--- config.mk ---
export PLATFORM = sky130hd
export DESIGN_NAME = sipo_rx
export DESIGN_NICKNAME = d
export VERILOG_FILES = /design/src/rtl/sipo_pkg.sv /design/src/rtl/sipo_bit_counter.sv /design/src/rtl/sipo_rx.sv
export SDC_FILE = /design/constraint.sdc
export NUM_CORES = 1
export LEC_CHECK = 0
export CORE_MARGIN = 8
export CORE_UTILIZATION = 35
export CTS_CLUSTER_DIAMETER = 120
export DETAILED_ROUTE_END_ITERATION = 8
export PLACE_DENSITY = 0.56
export SLEW_MARGIN = 5
export SYNTH_ARGS = -nofsm -noshare
export SYNTH_HDL_FRONTEND = slang
export SYNTH_SLANG_ARGS = --single-unit
export TNS_END_PERCENT = 50
--- constraint.sdc ---
create_clock -name clk -period 1.6 [get_ports clk]
set_input_delay 0.4 -clock clk [delete_from_list [all_inputs] [get_ports clk]]
set_output_delay 0.4 -clock clk [all_outputs]
set_load 0.02 [all_outputs]
--- src/rtl/sipo_pkg.sv ---
// Shared definitions for the serial link receiver: FSM states, bit-order
// constants agreed with the PISO transmitter, and the bit-counter width helper.
package sipo_pkg;

  typedef enum logic {
    IDLE = 1'b0,
    RECV = 1'b1
  } state_e;

  localparam bit BIT_MSB_FIRST = 1'b1;
  localparam bit BIT_LSB_FIRST = 1'b0;

  function automatic int unsigned cnt_width(input int unsigned width);
    return (width > 1) ? $clog2(width) : 1;
  endfunction

endpackage

--- src/rtl/sipo_bit_counter.sv ---
// Mod-WIDTH bit counter: clear loads 0, restart loads 1, inc advances and wraps.
module sipo_bit_counter
  import sipo_pkg::*;
#(
  parameter int unsigned WIDTH = 4
) (
  input  logic                            clk,
  input  logic                            rst,
  input  logic                            inc,
  input  logic                            restart,
  input  logic                            clear,
  output logic [cnt_width(WIDTH)-1:0]     cnt,
  output logic                            tc_c
);

  localparam int unsigned CW = cnt_width(WIDTH);
  localparam logic [CW-1:0] TC = CW'(WIDTH - 1);

  always_ff @(posedge clk or posedge rst) begin
    if (rst) begin
      cnt <= '0;
    end else if (clear) begin
      cnt <= '0;
    end else if (restart) begin
      cnt <= CW'(1);
    end else if (inc) begin
      cnt <= (cnt == TC) ? '0 : cnt + CW'(1);
    end
  end

  assign tc_c = (cnt == TC);

endmodule

--- src/rtl/sipo_rx.sv ---
// Serial-in/parallel-out deserializer: one qualified bit per clock into
// WIDTH-bit words, with sof-based framing and misalignment flagging.
module sipo_rx
  import sipo_pkg::*;
#(
  parameter int unsigned WIDTH     = 4,
  parameter bit          MSB_FIRST = BIT_MSB_FIRST
) (
  input  logic                        clk,
  input  logic                        rst,
  input  logic                        clear,
  input  logic                        in_valid,
  input  logic                        data_in,
  input  logic                        sof,
  output logic [WIDTH-1:0]            data_out,
  output logic                        out_valid,
  output logic                        busy,
  output logic [cnt_width(WIDTH)-1:0] bit_cnt,
  output logic                        frame_err
);

  state_e           state, state_n;
  logic [WIDTH-1:0] shreg, shreg_n;
  logic [WIDTH-1:0] data_n;
  logic             out_valid_n, frame_err_n, busy_n;
  logic             cnt_inc, cnt_restart, cnt_clear, cnt_tc_c;

  function automatic logic [WIDTH-1:0] shift_in(input logic [WIDTH-1:0] s,
                                                input logic             b);
    if (MSB_FIRST == BIT_MSB_FIRST) return {s[WIDTH-2:0], b};
    else                            return {b, s[WIDTH-1:1]};
  endfunction

  sipo_bit_counter #(.WIDTH(WIDTH)) u_cnt (
    .clk     (clk),
    .rst     (rst),
    .inc     (cnt_inc),
    .restart (cnt_restart),
    .clear   (cnt_clear),
    .cnt     (bit_cnt),
    .tc_c    (cnt_tc_c)
  );

  always_ff @(posedge clk or posedge rst) begin
    if (rst) begin
      state     <= IDLE;
      shreg     <= '0;
      data_out  <= '0;
      out_valid <= 1'b0;
      frame_err <= 1'b0;
      busy      <= 1'b0;
    end else begin
      state     <= state_n;
      shreg     <= shreg_n;
      data_out  <= data_n;
      out_valid <= out_valid_n;
      frame_err <= frame_err_n;
      busy      <= busy_n;
    end
  end

  // A restarted word shifts into a zeroed register so no stale bits survive.
  always_comb begin
    state_n     = state;
    shreg_n     = shreg;
    data_n      = data_out;
    out_valid_n = 1'b0;
    frame_err_n = 1'b0;
    cnt_inc     = 1'b0;
    cnt_restart = 1'b0;
    cnt_clear   = 1'b0;

    if (clear) begin
      state_n   = IDLE;
      shreg_n   = '0;
      cnt_clear = 1'b1;
    end else if (in_valid) begin
      unique case (state)
        IDLE: begin
          shreg_n     = shift_in('0, data_in);
          cnt_restart = 1'b1;
          state_n     = RECV;
        end
        RECV: begin
          if (sof) begin
            frame_err_n = 1'b1;
            shreg_n     = shift_in('0, data_in);
            cnt_restart = 1'b1;
          end else if (cnt_tc_c) begin
            data_n      = shift_in(shreg, data_in);
            out_valid_n = 1'b1;
            shreg_n     = '0;
            cnt_clear   = 1'b1;
            state_n     = IDLE;
          end else begin
            shreg_n = shift_in(shreg, data_in);
            cnt_inc = 1'b1;
          end
        end
        default: state_n = IDLE;
      endcase
    end

    busy_n = (state_n == RECV);
  end

endmodule

* Word-level counts from Yosys, hierarchy flattened *
Index checks and enable logic that the tools add are counted.

storage, ports and cells
  flip-flop bits (word level) = 12
  input port bits = 6
  output and inout port bits = 9
  word-level logic and storage cells = 45

cells by class
  add/sub/neg operators = 1
  eq/ne operators = 1
  muxes and demuxes = 31
  bitwise logic cells = 3
  reduce and logical (&&, ||, !) cells = 3

operators by type and width
  cell                                                            count
  1-bit 2-to-1 mux                                                20
  3-bit 2-to-1 mux                                                4
  2-bit 2-to-1 mux                                                4
  3-bit case mux with 2 select lines                              1
  5-bit AND reduction                                             1
  1-bit case mux with 2 select lines                              2
  1-bit NOT                                                       3
  3-bit nonzero test                                              1
  2-bit by 1-bit adder with 2-bit output (second input constant)  1
  2-bit equality test (second input constant)                     1
  2-bit nonzero test                                              1

* Longest topological paths before layout *
  depth in word-level cells = 9
  mapped depth = 4
  depth with buffers taken out = 4

* Modules after synthesis *
A second synthesis with hierarchy kept.

second synthesis, totals
  cell total of the unflattened synthesis = 42
  area, all modules = 540.5 um^2

modules (own cells, without submodules)
  module            instances  cells an instance  area each (um^2)  sequential area each (um^2)
  sipo_rx           1          32                 434.2             250.2
  sipo_bit_counter  1          10                 106.4             50.0

* Worst setup path before layout *
OpenSTA, ideal clock, no wires.

  kind = reg-to-reg
  from = register u_cnt.cnt[0]
  to = register u_cnt.cnt[0]
  setup time = 0.077 ns
  arrival time = 1.414 ns
  path slack = 0.109 ns
  stages on the path, launching flop included = 5
  path buffers = 0
  period minus slack after synthesis = 1.491 ns
  path through = dfrtp_1 -> ha_1 -> or3b_1 -> a21o_1 -> a21oi_1

on the way
  longest elaborated chain between the ends = 7
  elaborated cells on any way between the ends = 17

RTL lines
  element                                                                         line                                            source
  start: declaration                                                              sipo_bit_counter.sv:12                          output logic [cnt_width(WIDTH)-1:0] cnt,
  start signal: assignment                                                        sipo_bit_counter.sv:27                          cnt <= (cnt == TC) ? '0 : cnt + CW'(1);
  2-bit equality test                                                             sipo_bit_counter.sv:27, sipo_bit_counter.sv:31
  1-bit 2-to-1 mux                                                                sipo_rx.sv:89                                   end else if (cnt_tc_c) begin
  1-bit 2-to-1 mux                                                                sipo_rx.sv:85                                   if (sof) begin
  1-bit 2-to-1 mux                                                                sipo_rx.sv:78                                   unique case (state)
  1-bit 2-to-1 mux                                                                sipo_rx.sv:77                                   end else if (in_valid) begin
  1-bit 2-to-1 mux                                                                sipo_rx.sv:73                                   if (clear) begin
  3-bit nonzero test (no source line) / 2-bit 2-to-1 mux (equally long branches)  -

Several ways; a longest one is shown, not always the timed one. The select of a mux whose other input is x is not followed.
A chain may end at the register's enable or synchronous reset.

* Worst setup path in the final report *
  from = input in_valid
  to = register data_out[0]

on the way
  longest elaborated chain between the ends = 1

RTL lines
  element                               line           source
  start: declaration                    sipo_rx.sv:12  input logic in_valid,
  5-bit AND reduction (no source line)  -
  end signal: assignment                sipo_rx.sv:55  data_out <= data_n;
  end: declaration                      sipo_rx.sv:15  output logic [WIDTH-1:0] data_out,

Every way passes these cells.

==> reports/qor.txt <==
Critical Path RT -> 1.76 ns
Total number of vias -> 451
Vias per Instance -> 4.902
CP max stage delay -> 0.52 ns
Share of layout cells above drive strength 1 -> 25.00%
Nets@finish -> 85
Crit path kind -> in2reg
P per Cell Area -> 782.3 mW/mm2
Ports -> 15
Combinational power share -> 12.0%
Yosys reg bits -> 12
Crit path DAT -> 1.63 ns
RSZ-0062 raised after global routing -> false
Core Area -> 0.001541 mm2
Status -> finished clean
Tot Pwr -> 0.6382 mW
Die W -> 56.95 um
Worst slew pin tran -> 0.4542 ns
Max Fanout on Critical Path -> 4
Routed wire length -> 1194 um
Seq/Total Area, Yosys -> 51.17%
Vias in the first global route -> 475
Die area -> 0.003243 mm2
CTS tree -> built
Setup WS pre-CTS -> -0.1520 ns
Inserted Clock Buffers -> 3
Worst Setup Start Kind -> input pin
Final Hold Fails -> 0
Slowest-stage cell, CP -> clkdlybuf4s50_1
Die height -> 56.95 um
Most frequent cells in the layout -> dfrtp_1 (12), dlygate4sd2_1 (9), buf_4 (8)
Post-Synthesis Cell Area -> 586.8 um2
Cell Int Power -> 0.4867 mW
Final min period -> 1.465 ns
PnR worst setup slack -> 0.1347 ns
Sequential share of power -> 49.4%
Max-slew headroom -> 69.68%
Leading cell type in the layout, fill and taps excluded -> dfrtp_1
Min-delay worst type -> in2async
Yosys warning total -> 0
Clock buffer depth -> 2
Switching Fraction -> 23.75%
Initial Utilization -> 38.07%
Area Growth Syn to Fin -> 39.02%
# setup viols final -> 0
Remaining antenna violation count -> 0
Max H-tree Level -> 1
Synth cell types -> 21
Max-slew violations -> 0
Clk sinks -> 12
Initial DRC Count -> 6
Site Rows -> 14
Tot GR Track Use -> 8.150%
F_max -> 682.5 MHz
Total iterations of the first detailed-routing run -> 4
CP Cell Sequence -> clkdlybuf4s50_1 -> and4bb_2 -> nand2_4 -> mux2_4
Clk_lat worst skew -> 0.28 ns
Static Leakage -> 0.4409 nW
GPL Wtd Cong -> 0.7655
CTS clk-pin slew, worst paths -> 0.08 ns
First-pass GRT wire length -> 2132 um
Clock group share of total power -> 38.6%
PortBufs -> 14
Net Switching -> 0.1515 mW
Estimated wirelength of the detail-placed design -> 902.2 um
Drt wl/cell -> 12.98 um
CP endpoint kind -> register
Final worst path period share -> 91.58%
GRT Residual Overflow -> 0
Maximum vdd drop -> 0.0004069 V
Pin count of the biggest net entering global routing -> 13
Residual DRC -> 0
Root buffer cell -> clkbuf_4
Mapped Cells -> 52
Syn Nets -> 60
Filler cells -> 162
Syn avg cell area -> 11.28 um2
Diodes inserted -> 0
Max Clock Skew -> 0.004389 ns
Total of max-cap violations -> 0
Initial antenna violation count -> 0
-- sequential cells by signal, indices dropped and copies added, names as in the netlist --
register	cells
data_out	4
out_valid	1
state	1
shreg	3
frame_err	1
u_cnt.cnt	2
-- layout make-up --
class	instances	area [um2]	share of cell area [%]
flip-flops and latches	12	300.3	36.81
inverters	3	11.26	1.380
multi-input cells	35	259.0	31.75
well taps	16	20.02	2.454
repair buffers	22	188.9	23.16
clock buffers	4	36.28	4.448
-- layer usage --
| layer | wire, um | track usage (%) |
|---|---|---|
| met1 | 632 | 10.97 |
| met2 | 429 | 9.767 |
| met3 | 115 | 4.204 |
| met4 | 17 | 5.034 |
| met5 | 0 | 0 |
-- cells by family after synthesis --
logic type	share of synthesized area, %
and+or+nand+nor	22.39
DFF	51.17
AOI/OAI and AO/OA	7.249
buffers and inverters	4.690
muxes	10.23
adders and majority gates	4.264
-- cells in the mapped netlist --
cell / number / share of area [%]
a21o_1: 1 / 1.3
nor3b_1: 2 / 2.6
nand4b_1: 1 / 1.5
mux2_4: 4 / 10
nor4_1: 1 / 1.1
o21ai_0: 2 / 1.7
nor2_1: 2 / 1.3
inv_1: 3 / 1.9
and4bb_2: 1 / 2.1
buf_6: 1 / 1.9
nand2_1: 5 / 3.2
dfrtp_1: 12 / 51
nand3_1: 3 / 2.6
nand2_4: 1 / 1.9
nor3_1: 1 / 0.85
buf_2: 1 / 0.85
ha_1: 2 / 4.3
and2_2: 1 / 1.3
or3b_1: 1 / 1.5
nand3b_1: 2 / 2.6
a21oi_1: 5 / 4.3
-- critical path, delay by kind of cell --
| kind | cells | cell delay (ns) |
|---|---|---|
| buffers and inverters | 1 | 0.52 |
| multiplexers | 1 | 0.29 |
| AND/OR/NAND/NOR | 2 | 0.41 |
-- through the flow --
stage / hold WS, ns / cell area (um2) / utilization [%] / TNS, ns / instances
2_1_floorplan: 0.2647 / 586.8 / - / 0 / 52
3_3_place_gp: 0.4955 / 790.8 / 51.30 / -0.7546 / 88
3_5_place_dp: 0.4997 / 790.8 / 51.30 / -0.8429 / 88
4_1_cts: 0.4422 / 815.8 / 52.92 / 0 / 92
5_1_grt: 0.4854 / 815.8 / 52.92 / 0 / 92
6_report: 0.4248 / 815.8 / 52.92 / 0 / 92
-- final timing paths --
kind / slack [ns] / from / cells after the start / endpoint
max: 0.13 / in_valid / 4 / data_out[0]
min: 0.42 / rst / 2 / data_out[1]
max reg2reg: 0.23 / u_cnt.cnt[0] / 4 / u_cnt.cnt[0]
min reg2reg: 0.51 / data_out[0] / 1 / data_out[0]
max in group asynchronous: 0.86 / rst / 2 / shreg[0]
min in group clk: 0.51 / data_out[0] / 1 / data_out[0]
-- power groups by stage --
stage	Combinational (mW)	Sequential (mW)	Clock (mW)
2_1_floorplan	0.0312	0.329	0
3_3_place_gp	0.0808	0.322	0
3_5_place_dp	0.0809	0.322	0
4_1_cts	0.0775	0.316	0.252
5_1_grt	0.0850	0.317	0.266
6_report	0.0763	0.315	0.246
-- repair_timing --
item | in CTS | in global routing
resized for setup | 9 | 0
setup endpoints to repair | 9 | 0
hold buffers | 0 | 0
buffers inserted | 0 | 0
No activity file was read; power rests on OpenSTA's default activity.
